===== config.mk =====
export PLATFORM = sky130hd
export DESIGN_NAME = mem_port_arbiter
export DESIGN_NICKNAME = d
export VERILOG_FILES = /design/src/rtl/mem_port_arbiter.sv
export SDC_FILE = /design/constraint.sdc
export NUM_CORES = 1
export LEC_CHECK = 0
export CORE_AREA = 3 3 206 208
export CTS_CLUSTER_SIZE = 16
export DETAILED_ROUTE_END_ITERATION = 7
export DIE_AREA = 0 0 209 211
export PLACE_DENSITY = 0.54
export SKIP_LAST_GASP = 1
export SLEW_MARGIN = 15
export SYNTH_ARGS = -nofsm -noshare
export SYNTH_HDL_FRONTEND = slang
export SYNTH_SLANG_ARGS = --single-unit

===== constraint.sdc =====
create_clock -name clk -period 2.5 [get_ports clk]
set_input_delay 0.5 -clock clk [delete_from_list [all_inputs] [get_ports clk]]
set_output_delay 0.5 -clock clk [all_outputs]
set_load 0.03 [all_outputs]

===== src/rtl/mem_port_arbiter.sv =====
// Arbitrates the single unified memory port between instruction fetch and the data stage.
// MEM has default priority; a starvation counter forces an IF grant after STARVE_LIMIT DM wins.
//
// state   | meaning
// --------+---------------------------------------------------------------
// IDLE    | bus free; choose a requester and latch its request fields
// IF_BUSY | fetch transaction on the bus, waiting for mem_ready
// DM_BUSY | load/store transaction on the bus, waiting for mem_ready
module mem_port_arbiter #(
    parameter int ADDR_W       = 64,
    parameter int DATA_W       = 64,
    parameter int STARVE_LIMIT = 4
) (
    input  logic              clk,
    input  logic              rst_n,
    input  logic              if_req,
    input  logic [ADDR_W-1:0] if_addr,
    input  logic              if_flush,
    output logic              if_ready,
    output logic [DATA_W-1:0] if_rdata,
    input  logic              dm_req,
    input  logic              dm_we,
    input  logic [2:0]        dm_type,
    input  logic [ADDR_W-1:0] dm_addr,
    input  logic [DATA_W-1:0] dm_wdata,
    output logic              dm_ready,
    output logic [DATA_W-1:0] dm_rdata,
    output logic              mem_req,
    output logic              mem_we,
    output logic [2:0]        mem_type,
    output logic [ADDR_W-1:0] mem_addr,
    output logic [DATA_W-1:0] mem_wdata,
    input  logic              mem_ready,
    input  logic [DATA_W-1:0] mem_rdata
);

    typedef enum logic [1:0] {
        IDLE    = 2'd0,
        IF_BUSY = 2'd1,
        DM_BUSY = 2'd2
    } state_t;

    localparam logic [2:0] FETCH_TYPE = 3'b110;
    localparam logic [3:0] LIMIT      = 4'(STARVE_LIMIT);

    state_t     state;
    logic [3:0] starve_cnt;
    logic       drop_fetch;
    logic       grant_if;
    logic       grant_dm;

    // A flush in IDLE only blocks the fetch; a waiting DM request still wins that cycle.
    always_comb begin
        grant_if = 1'b0;
        grant_dm = 1'b0;
        if (state == IDLE) begin
            if (dm_req && if_req && !if_flush && (starve_cnt == LIMIT)) begin
                grant_if = 1'b1;
            end else if (dm_req) begin
                grant_dm = 1'b1;
            end else if (if_req && !if_flush) begin
                grant_if = 1'b1;
            end
        end
    end

    // Ready pulses are combinational from mem_ready so the owner sees completion in the same cycle.
    always_comb begin
        dm_ready = (state == DM_BUSY) && mem_ready;
        if_ready = (state == IF_BUSY) && mem_ready && !drop_fetch && !if_flush;
        dm_rdata = dm_ready ? mem_rdata : '0;
        if_rdata = if_ready ? mem_rdata : '0;
    end

    always_ff @(posedge clk or negedge rst_n) begin
        if (!rst_n) begin
            state      <= IDLE;
            starve_cnt <= '0;
            drop_fetch <= 1'b0;
            mem_req    <= 1'b0;
            mem_we     <= 1'b0;
            mem_type   <= '0;
            mem_addr   <= '0;
            mem_wdata  <= '0;
        end else begin
            case (state)
                IDLE: begin
                    if (grant_dm) begin
                        state     <= DM_BUSY;
                        mem_req   <= 1'b1;
                        mem_we    <= dm_we;
                        mem_type  <= dm_type;
                        mem_addr  <= dm_addr;
                        mem_wdata <= dm_wdata;
                        if (if_req && (starve_cnt != LIMIT)) begin
                            starve_cnt <= starve_cnt + 4'd1;
                        end
                    end else if (grant_if) begin
                        state      <= IF_BUSY;
                        mem_req    <= 1'b1;
                        mem_we     <= 1'b0;
                        mem_type   <= FETCH_TYPE;
                        mem_addr   <= if_addr;
                        mem_wdata  <= '0;
                        starve_cnt <= '0;
                    end
                    if (!if_req) begin
                        starve_cnt <= '0;
                    end
                end
                IF_BUSY: begin
                    if (if_flush) begin
                        drop_fetch <= 1'b1;
                    end
                    // Flushed fetches still finish on the bus; only the response is discarded.
                    if (mem_ready) begin
                        state      <= IDLE;
                        drop_fetch <= 1'b0;
                        mem_req    <= 1'b0;
                        mem_we     <= 1'b0;
                        mem_type   <= '0;
                        mem_addr   <= '0;
                        mem_wdata  <= '0;
                    end
                end
                DM_BUSY: begin
                    if (mem_ready) begin
                        state     <= IDLE;
                        mem_req   <= 1'b0;
                        mem_we    <= 1'b0;
                        mem_type  <= '0;
                        mem_addr  <= '0;
                        mem_wdata <= '0;
                    end
                end
                default: begin
                    state   <= IDLE;
                    mem_req <= 1'b0;
                end
            endcase
        end
    end

endmodule


* Yosys cells after proc, flatten, opt, wreduce, memory -nomap -nowiden
Index checks and enable logic that the tools add are counted. W data, S select, Z words.
Word-level totals: bits in registers 140, output and inout port bits 263, logic and storage cells 73
Operators by class: add/sub/neg operators 1, equality and inequality tests 8, muxes and demuxes 37, reductions and logical operators 19
Operators with widths (number):
- $mux W64 | 7
- $pmux W64 S2 | 2
- $mux W4 | 4
- $mux W1 | 14
- $logic_and A1 B1 Y1 | 9
- $mux W3 | 3
- $mux W2 | 3
- $pmux W3 S2 | 1
- $reduce_and A3 Y1 | 2
- $add A4 B1 Y4 const B | 1
- $eq A4 B3 Y1 const B | 1
- $ne A4 B3 Y1 const B | 1
- $pmux W1 S2 | 2
- $pmux W2 S2 | 1
- $reduce_and A2 Y1 | 2
- $reduce_bool A2 Y1 | 2
- $ne A3 B1 Y1 const B | 1
- $ne A3 B2 Y1 const B | 1
- $ne A3 B3 Y1 const B | 1
- $eq A2 B1 Y1 const B | 1
- $eq A2 B2 Y1 const B | 1
- $logic_not A1 Y1 | 2
- $logic_not A2 Y1 | 1
- $ne A2 B1 Y1 const B | 1
- $reduce_or A2 Y1 | 1

* Logic depth before layout (Yosys ltp)
word-level depth 9, gate-level depth with buffers 8

* Worst setup path after synthesis
Ideal clock, no wire load.
kind reg-to-output, from reg state[1], to out if_rdata[54], data arrival time 1.631 ns, required time 2.000 ns, slack 0.369 ns, cell stages (with the launch flop) 7, path buffers 1, cell sequence dfrtp_1 inv_1 ha_1 nand2_1 nor3_1 clkbuf_1 and2_1
On the way: cells in the longest elaborated chain, start to end 5
RTL lines:
- start, declared | line 46 | state_t state;
- start signal, assigned | line 77 | state <= IDLE;
- start signal, assigned | line 89 | state <= DM_BUSY;
- start signal, assigned | line 99 | state <= IF_BUSY;
- $eq A2 B1 Y1 | line 70 | if_ready = (state == IF_BUSY) && mem_ready && !drop_fetch && !if_flush;
- $logic_and A1 B1 Y1 (3 in a row) | line 70
- net if_ready | line 19 | output logic if_ready,
- $mux W64 | line 72 | if_rdata = if_ready ? mem_rdata : '0;
- end, declared | line 20 | output logic [DATA_W-1:0] if_rdata,
The timed path passes the listed nets, and every way through them passes these cells.

* Worst setup path in the final report
from in if_flush, to out if_rdata[46]
On the way: cells in the longest elaborated chain, start to end 3
RTL lines:
- start, declared | line 18 | input logic if_flush,
- $logic_not A1 Y1 | line 70
- $logic_and A1 B1 Y1 | line 70
- $mux W64 | line 72
Every way passes these cells.

==> metrics.md <==
| Metric | Value |
|---|---|
| Clock-pin transition on the worst setup and hold timing paths | `60 ps` |
| # H-tree levels | `4` |
| Fraction of registers with async set/reset | `100%` |
| CP max stage delay | `500 ps` |
| Sequential-to-total area share from yosys stat | `51.5%` |
| Die width | `209 microns` |
| Min Hold Slack | `13.3 ps` |
| CTS Hold Buffers Added | `0` |
| Worst r2r path cells | `8` |
| Synth Area in Adders | `0.919%` |
| LEAKAGE | `5.89 nW` |
| Clock buffer depth | `2` |
| Die ar. | `44100 sq um` |
| Cts bufs inserted | `17` |
| Total Wirelength | `33900 microns` |
| Crit path time final | `2400 ps` |
| Layout cells sized above 1 | `16.4%` |
| Flop-to-flop setup slack | `270 ps` |
| Worst path depth | `6` |
| Buffers added on ports | `528` |
| DR WL/cell | `19.2 microns` |
| Row count | `74` |
| Final nets | `1486` |
| Final Cycle Share | `95.9%` |
| Switching part of the total | `46.1%` |
| Unrepaired setup endpoints after global routing | `true` |
| Post-placement cell area | `12500 sq um` |
| HPWL Detailed | `25000 microns` |
| Initial core utilization | `16.7%` |
| CP top delay family | `buffers and inverters` |
| Fin area | `13400 sq um` |
| Flop pwr share | `23.8%` |
| Top Ports | `529` |
| Yosys reg bits | `140` |
| Clk Latency, worst-skew pair | `440 ps` |
| Status | `finished, final reports clean` |
| P_int | `9.16 mW` |
| Synthesized netlist cell count | `716` |
| Logic pwr share | `60.8%` |
| Drt drc | `0` |
| Peak supply drop | `819 uV` |
| Crit path required time | `2000 ps` |
| Switching power total | `7.84 mW` |
| Buf+Inv Stages, Crit Path | `4` |
| Launching point of the worst reg2reg path | `state[1]` |
| Number of synthesized flops with an enable pin | `0` |
| DR pass1 iterations | `5` |
| Worst-margin pin slew | `596 ps` |
| Grt total ovfl | `0` |
| Core area | `40700 sq um` |
| Pins over their slew limit | `0` |
| Number of global-route vias before repair | `7633` |
| Reg-to-Reg End | `mem_addr[40]` |
| Max stage delay cell, worst path | `clkdlybuf4s50_1` |
| CP Capture Type | `primary output` |
| Pwr dens | `1270 nW/um^2` |
| Root buffer cell | `clkbuf_16` |
| Synthesized area per cell | `9.51 sq um` |
| Syn Nets | `987` |
| First-pass GRT wire length | `49200 microns` |
| GP Congestion | `0.852` |
| Top FF cell, synth | `dfrtp_1` |
| Chip height | `211 microns` |
| Largest net degree at the start of global routing | `93` |
| Startpoint Class | `input pin` |
| Worst slack, placed | `85.3 ps` |
| Setup CP Type | `in -> out` |
| Synth Area in Simple Gates | `25.1%` |
| CP most frequent cell | `buf_6` |
| CTS sink count | `140` |
| Via Count | `7493` |
| Post-Syn Area | `6810 sq um` |
| Final setup margin | `102 ps` |
| Total GRT Usage | `14.6%` |
| Post-synth cell types | `34` |
| Largest family of logic cells by synthesized area | `simple AND/OR/NAND/NOR gates` |
| Hold crit path type | `in -> async` |
| Layout area overhead | `96.2%` |
| Worst Setup SP | `if_flush` |
| DR iter-0 viols | `483` |
| Setup TNS | `0 ps` |
| F_max | `417 MHz` |
| Synth warnings | `0` |
| Fraction of synthesized area in multiplexers | `0.165%` |
| CTS tree | `done` |
| CP max FO | `17` |
| Rel. slew slack | `60.1%` |
| Max Cap Violations | `0` |
| Skew final | `13.3 ps` |
| Endpoints failing setup | `0` |
| Crit path capture | `if_rdata[46]` |
| XOR/XNOR Fraction of Synth Area | `0%` |
| Remaining antenna violation count | `0` |
| Hold Fails Final Rpt | `0` |
| Via density | `4.25` |
| CP cell instances | `clkdlybuf4s50_1, nor3_4, buf_6, buf_12, and2_1, buf_6` |
| Initial antenna violation count | `6` |
| Compound-gate portion of the synthesized area | `16.6%` |
| Critical Path AT | `1900 ps` |
| Clock share of power | `15.4%` |
[logic make-up (layout without fill, tap and decap cells)]
| kind of cell | after synthesis | in the layout |
|---|---|---|
| and+or+nand+nor | 339 | 339 |
| other | 0 | 1 |
| muxes | 1 | 1 |
| DFF | 140 | 140 |
| buffers and inverters | 79 | 591 |
| AOI/OAI and AO/OA | 152 | 152 |
| adders and majority gates | 5 | 5 |
[worst reg2reg max path: stages (launching register included)]
cell      delay (ps)
dfrtp_1          350
inv_2             60
buf_4            130
ha_1             350
nor2b_2          240
a311oi_4         340
buf_12           330
nor2_1           170
a31oi_1          170
[metal layers]
metal	GRT usage, %	vias up	wire, microns
met3	5.42	45	2750
met5	0	-	53
met1	18.4	3602	14300
met4	4.55	8	721
met2	23.2	293	16000
li1	-	3545	-
[repair_timing]
action                     CTS  global route
gates resized for setup     24             8
setup endpoints to repair   64            52
setup buffers                4             0
gates cloned                 2             1
pin swaps                    1             1
[through the flow]
stage / total power [mW] / utilization (%) / std cells
global route: 18.1 / 32.8 / 1761
CTS: 17.3 / 32.7 / 1759
global placement: 14.4 / 30.8 / 1721
floorplan: 10.1 / - / 716
detailed placement: 14.5 / 30.8 / 1721
finish: 17.0 / 32.8 / 1761
[power groups by stage]
stage	combinational [mW]	sequential [mW]	clock, mW
after global routing	11.1	4.18	2.77
after detailed placement	10.4	4.06	0
after CTS	10.5	4.06	2.71
final	10.3	4.05	2.61
after floorplan	4.04	6.08	0
after global placement	10.3	4.04	0
[flip-flops by register name (all words and copies together) (netlist names)]
signal	count
state	2
mem_wdata	64
starve_cnt	4
mem_req	1
mem_addr	64
mem_type	3
mem_we	1
drop_fetch	1
[how the worst min path moves through the flow]
stage | start | end | slack (ps) | cells after the start
6_report | rst_n | mem_wdata[28] | 10 | 1
5_1_grt | rst_n | mem_addr[38] | 40 | 1
4_1_cts | rst_n | mem_wdata[28] | 20 | 1
3_5_place_dp | mem_req | mem_req | 470 | 2
3_3_place_gp | mem_req | mem_req | 470 | 2
2_1_floorplan | rst_n | drop_fetch | 200 | 0
[cell type report]
| type | count | area [sq um] |
|---|---|---|
| clock inverters | 12 | 146 |
| multi-input cells | 497 | 2990 |
| fillers | 4238 | 27400 |
| diodes | 1 | 2.50 |
| well taps | 532 | 666 |
| flip-flops and latches | 140 | 3500 |
| clock buffers | 20 | 447 |
| repair buffers | 551 | 5570 |
| inverters | 8 | 30.0 |
[cells in the final DEF (no fill, tap or decap), types with 2 or more instances in the layout]
| cell type | count |
|---|---|
| clkdlybuf4s50_1 | 396 |
| dfrtp_1 | 140 |
| buf_4 | 103 |
| nor2_1 | 68 |
| a22o_1 | 67 |
| nand2_1 | 67 |
| nand3_1 | 66 |
| and2_1 | 65 |
| a31oi_1 | 64 |
| and3_1 | 63 |
| buf_6 | 24 |
| buf_12 | 24 |
| clkbuf_16 | 18 |
| o21ai_0 | 7 |
| inv_1 | 6 |
| clkinv_2 | 5 |
| a21oi_1 | 4 |
| ha_1 | 4 |
| clkinvlp_4 | 3 |
| bufinv_16 | 3 |
| inv_2 | 2 |
| clkbuf_1 | 2 |
| buf_16 | 2 |
[synth_stat cells (2+ instances only)]
cell type	count	area share, %
nor3_1	2	0.15
ha_1	5	0.92
buf_1	2	0.11
nor2_1	68	3.7
a21oi_1	4	0.29
a22o_1	67	8.6
inv_1	8	0.44
buf_4	9	0.99
and2_1	66	6.1
o21ai_0	7	0.51
a31oi_1	64	5.9
buf_2	25	1.8
dfrtp_1	140	51
nand2_1	68	3.7
buf_6	4	0.66
clkbuf_1	31	1.7
and3_1	64	5.9
nand3_1	66	4.9
Note: power is estimated with default switching activity, not from simulation.
